## config.mk

```make
export PLATFORM = sky130hd
export DESIGN_NAME = sha_wb_frontend
export DESIGN_NICKNAME = d
export VERILOG_FILES = /design/src/rtl/sha_wb_frontend.sv
export SDC_FILE = /design/constraint.sdc
export NUM_CORES = 1
export LEC_CHECK = 0
export CELL_PAD_IN_SITES_DETAIL_PLACEMENT = 0
export CELL_PAD_IN_SITES_GLOBAL_PLACEMENT = 1
export CORE_AREA = 3 3 302 304
export DETAILED_ROUTE_END_ITERATION = 8
export DIE_AREA = 0 0 305 307
export PLACE_DENSITY = 0.78
export SYNTH_ARGS = -nofsm -noshare
export SYNTH_HDL_FRONTEND = slang
export SYNTH_SLANG_ARGS = --single-unit
```

## constraint.sdc

```tcl
create_clock -name wb_clk_i -period 2.95 [get_ports wb_clk_i]
set_input_delay 0.295 -clock wb_clk_i [delete_from_list [all_inputs] [get_ports wb_clk_i]]
set_output_delay 0.295 -clock wb_clk_i [all_outputs]
set_load 0.03 [all_outputs]
```

## src/rtl/sha_wb_frontend.sv

```systemverilog
// Wishbone register front end for a block hash core: message loading, start pulse,
// digest capture and sequential digest readout.
module sha_wb_frontend #(
    parameter logic [31:0] BASE_ADDRESS = 32'h30000024,
    parameter int unsigned MSG_WORDS    = 16,
    parameter int unsigned DIG_WORDS    = 5,
    parameter logic [31:0] CTRL_ID      = 32'h53484131
) (
    input  logic                      wb_clk_i,
    input  logic                      wb_rst_ni,
    input  logic                      wbs_stb_i,
    input  logic                      wbs_cyc_i,
    input  logic                      wbs_we_i,
    input  logic [3:0]                wbs_sel_i,
    input  logic [31:0]               wbs_adr_i,
    input  logic [31:0]               wbs_dat_i,
    output logic                      wbs_ack_o,
    output logic [31:0]               wbs_dat_o,
    output logic                      core_start_o,
    output logic [32*MSG_WORDS-1:0]   core_msg_o,
    input  logic                      core_done_i,
    input  logic [32*DIG_WORDS-1:0]   core_digest_i,
    output logic                      busy_o,
    output logic                      irq_o
);

    localparam logic [31:0] OffNr     = 32'h00;
    localparam logic [31:0] OffId     = 32'h04;
    localparam logic [31:0] OffCtrl   = 32'h08;
    localparam logic [31:0] OffMsg    = 32'h0C;
    localparam logic [31:0] OffDigest = 32'h10;
    localparam logic [31:0] OffIrqEn  = 32'h14;

    typedef enum logic [1:0] {StIdle, StLoad, StRun, StDone} state_t;

    state_t                      state;
    logic [7:0]                  msg_idx;
    logic [3:0]                  dig_idx;
    logic                        done;
    logic                        err;
    logic                        irq_en;
    logic [MSG_WORDS-1:0][31:0]  msg;
    logic [DIG_WORDS-1:0][31:0]  digest;

    logic        accept;
    logic        rd_en;
    logic        wr_ok;
    logic        soft_rst;
    logic        last_word;
    logic [31:0] off;
    logic [31:0] status;
    logic [31:0] dig_word;
    logic [31:0] rd_data;

    // A transaction is taken only when ack is low, so ack can never stay high two cycles.
    assign accept    = wbs_stb_i & wbs_cyc_i & ~wbs_ack_o;
    assign rd_en     = accept & ~wbs_we_i;
    assign wr_ok     = accept & wbs_we_i & (wbs_sel_i == 4'hF);
    assign off       = wbs_adr_i - BASE_ADDRESS;
    assign soft_rst  = wr_ok && (off == OffCtrl) && wbs_dat_i[1];
    assign last_word = (msg_idx == 8'(MSG_WORDS - 1));
    assign status    = {16'h0, msg_idx, 4'h0, irq_en, err, done, state == StRun};

    assign core_msg_o = msg;
    assign busy_o     = (state == StRun);
    assign irq_o      = done & irq_en;

    always_comb begin
        dig_word = 32'h0;
        for (int unsigned k = 0; k < DIG_WORDS; k++) begin
            if (dig_idx == 4'(k)) dig_word = digest[k];
        end
    end

    always_comb begin
        rd_data = 32'h0FFFFFEA;
        case (off)
            OffNr:     rd_data = 32'h6;
            OffId:     rd_data = CTRL_ID;
            OffCtrl:   rd_data = status;
            OffDigest: rd_data = (state == StDone) ? dig_word : 32'hF00DF00D;
            OffIrqEn:  rd_data = {31'h0, irq_en};
            default:   rd_data = 32'h0FFFFFEA;
        endcase
    end

    always_ff @(posedge wb_clk_i or negedge wb_rst_ni) begin
        if (!wb_rst_ni) begin
            state        <= StIdle;
            msg_idx      <= 8'h0;
            dig_idx      <= 4'h0;
            done         <= 1'b0;
            err          <= 1'b0;
            irq_en       <= 1'b0;
            msg          <= '0;
            digest       <= '0;
            wbs_ack_o    <= 1'b0;
            wbs_dat_o    <= 32'h0;
            core_start_o <= 1'b0;
        end else begin
            wbs_ack_o    <= accept;
            core_start_o <= 1'b0;

            if (rd_en) begin
                wbs_dat_o <= rd_data;
                if (off == OffDigest && state == StDone) begin
                    dig_idx <= (dig_idx == 4'(DIG_WORDS - 1)) ? 4'h0 : dig_idx + 4'h1;
                end
            end

            if (wr_ok) begin
                case (off)
                    OffCtrl: begin
                        if (wbs_dat_i[2]) err <= 1'b0;
                    end
                    OffMsg: begin
                        if (state == StRun) begin
                            err <= 1'b1;
                        end else begin
                            for (int unsigned k = 0; k < MSG_WORDS; k++) begin
                                if (msg_idx == 8'(k)) msg[k] <= wbs_dat_i;
                            end
                            // First word of a new block forgets the previous result.
                            if (state != StLoad) begin
                                done    <= 1'b0;
                                dig_idx <= 4'h0;
                            end
                            if (last_word) begin
                                msg_idx      <= 8'h0;
                                state        <= StRun;
                                core_start_o <= 1'b1;
                            end else begin
                                msg_idx <= msg_idx + 8'h1;
                                state   <= StLoad;
                            end
                        end
                    end
                    OffIrqEn: irq_en <= wbs_dat_i[0];
                    default: ;
                endcase
            end

            if (state == StRun && core_done_i && !soft_rst) begin
                digest <= core_digest_i;
                done   <= 1'b1;
                state  <= StDone;
            end

            // Soft reset is applied last so it overrides everything above.
            if (soft_rst) begin
                state   <= StIdle;
                msg_idx <= 8'h0;
                dig_idx <= 4'h0;
                done    <= 1'b0;
            end
        end
    end

endmodule

```

==> run metrics, run 1 <==
status=completed; Worst-Margin Slew=just over 0.9 ns; CTS clock-pin slew for the worst setup and hold paths=0.06 ns; Post-Syn Area per Cell=14.2 um2; max-cap viol count=0; clock root buffer=clkbuf_16; CTS tree=yes; Vias/cell=5.01; met1 GRT Util=between 20% and 30%; most frequent cells in the layout=clkdlybuf4s50_1 (779), dfrtp_1 (723), mux2_2 (589), nand2_1 (130), buf_4 (93); max incr delay on CP=a little under 0.6 ns; capturing point of the worst reg2reg path=core_msg_o[152]; crit end category=register; vias in the first global route=22000; CTS buffer count=81; Slew Viols, Final=0; PostCTS Resize Cnt=0; Net Sw Frac=between 20% and 30%; gpl congestion=slightly above 0.8; CP Cell Sequence=or4_1 -> nor3b_1 -> buf_4 -> nand3_1 -> nor4_4 -> buf_12 -> mux2_2; grt total ovfl=0; synth unique cells=between 50 and 60; placed wire-length estimate=between 70000 and 80000 um; Hold Buf Count CTS=1; clk buf depth=3; Final Skew=approximately 0.021 ns; Initial Utilization=between 30 and 40%; CP max stage cell=or4_1; Synth Register Bits=723; start point of the critical path=msg_idx[6]; initial antenna violation count=6; YS warnings=0; global routing usage on met3=5.86%; postcts setup bufs=0; EDFF count, synth=0; WL final=103000 um; Power Density=roughly 560 nW/um2; Die H=around 300 um; final setup violation count=0; CP Max Fanout=21; busiest metal layer after global routing=met2; dpl ws=-0.306 ns; Pleak=just under 0.02 uW; R2R depth=7; crit path launch type=register; period utilization=just under 90%; Via Count=20600; DRC=0; ANT nets after route=0; die area=roughly 94000 um2; WP depth=7; commonest non-fill, non-tap cell in the layout=clkdlybuf4s50_1; sw power=between 5000 and 6000 uW; main area contributors after synthesis=dfrtp_1 (63%), mux2_2 (23%), mux2_1 (2.0%); RSZ-0062 raised after global routing=no; number of core rows=109; grt met2 use=a little under two fifths; H-tree levels=3; cell family with most CP delay=simple AND/OR/NAND/NOR gates; reg-to-reg startpoint=msg_idx[6]; CP Capture Point=core_msg_o[152]; Final WS setup=between 0.3 and 0.4 ns; Seq pwr share=a little under half; min Tclk post-route=2.60 ns; Avg WL per Cell=~25 um; DP Area=~40000 um2; Synthesized Nets=between 2000 and 2500; combinational power share=a little under a tenth; layout cells sized above 1=between 20% and 30%; cells after synthesis=roughly 2000; die width=between 300 and 400 um; Max Fclk=0.384 GHz; Synth top area share=a little over three fifths; Final Hold Viols=0; R2R setup slack=0.35 ns; Skew-Pair Late Insertion Delay=0.63 ns; core area=88500 um2; I/O pin count=782; P_int=18100 uW; Crit path required time=around 3.5 ns; count of buffer and inverter cells on the critical path=2; design area=41800 um2; hold crit path type=primary input to register; Slew headroom=between 30% and 40%; cell area after synthesis=28900 um2; Main synth FF type=dfrtp_1; clk sink count=723; critical path class=register to register; Nets=3123; first-pass GRT wire length=about 150000 um; DRT Pass-1 Iters=5; ys async rst share=100%; Clock power frac=around 43%; initial DRC count=1080; port bufs=781; largest net degree at the start of global routing=approximately 100; Max VDD drop=approximately 0.00047 V; Yosys top cell by area=dfrtp_1; Tot GR Track Use=between 20% and 30%; Critical Path AT=between 3 and 4 ns; P&R area growth vs syn=44.6%; sequential fraction of the synthesis area=between 60% and 70%
flip-flops by register name, indices dropped and copies added, names as in the netlist:
signal        count
core_msg_o      512
digest          160
wbs_dat_o        32
msg_idx           8
dig_idx           4
state             2
core_start_o      1
done              1
err               1
irq_en            1
wbs_ack_o         1
how the worst min path moves through the flow:
| stage | from | to | cells past startpoint |
|---|---|---|---|
| 3_3_place_gp | wb_rst_ni | core_msg_o[307] | 1 |
| 2_1_floorplan | wb_rst_ni | core_msg_o[0] | 0 |
| 3_5_place_dp | wb_rst_ni | digest[114] | 1 |
| 6_report | wbs_dat_i[0] | core_msg_o[480] | 3 |
| 5_1_grt | core_digest_i[71] | digest[71] | 2 |
| 4_1_cts | wbs_dat_i[0] | core_msg_o[480] | 3 |
cell usage after synthesis (6+ instances only):
cell	count
o21a_1	8
a221o_1	7
nand3_1	17
and3_1	6
buf_2	59
a22oi_1	13
dfrtp_1	723
nor2_1	67
mux2i_1	7
ha_1	8
a22o_1	12
nor3_1	28
mux2_1	52
nand2_1	139
mux2_2	589
inv_1	7
clkbuf_1	87
a21oi_1	33
nor4_1	9
a221oi_1	42
o21ai_0	36
nand4_1	7
layout make-up:
cell class,count,area (um2)
fillers,7727,46700
inverters,7,26.3
well taps,1165,1460
clock inverters,22,337
flip-flops and latches,723,18100
diodes,5,12.5
repair buffers,913,9290
clock buffers,122,2350
multi-input cells,1155,10300
per-layer routing:
layer	part of all wire, %	routed length (um)	up-vias
met5	0	0	-
met4	3.3	3420	0
met3	7.0	7240	163
met2	50	50900	775
met1	40	41100	10700
li1	-	-	9001
power by group through the flow:
stage               Combinational, uW  Clock, uW  Sequential, uW
global route                     2430      10800           11400
detailed placement               2230          0           11400
global placement                 2150          0           11400
finish                           2220      10200           11300
floorplan                        1210          0           11300
CTS                              2250      10400           11300
stage by stage:
step / std cells / setup TNS, ns / hold slack (ns) / util [%] / total power (uW)
CTS: 4107 / 0 / 0.221 / 47.3 / 23900
floorplan: 2032 / 0 / -0.000591 / - / 12500
finish: 4112 / 0 / 0.239 / 47.3 / 23600
global placement: 3962 / -142.84 / 0.356 / 44.2 / 13500
detailed placement: 3962 / -80.40 / 0.350 / 44.2 / 13700
global route: 4112 / 0 / 0.244 / 47.3 / 24600
worst register-to-register path, stage by stage (launching register included):
cell and delay [ns]:
dfrtp_1 0.45, or4_1 0.58, nor3b_1 0.23, buf_4 0.17, nand3_1 0.13, nor4_4 0.31, buf_12 0.24, mux2_2 0.38
logic make-up (layout without fill, tap and decap cells):
family,after synthesis,after routing,synth area share [%]
xor+xnor,4,4,0.121
buf+inv,154,1064,2.25
other cells,0,5,0
mux,648,648,25.2
flops,723,723,62.5
fa+ha+maj,8,8,0.346
simple gates,320,320,5.25
compound gates,175,175,4.35
Power figures use the tool's default switching activity.
==> inputs of run 2 (changes only) <==
CAP_MARGIN = 0   (was not set)
==> results of run 2 <==
Final layout, timing and power as in run 1 (identical DEF).
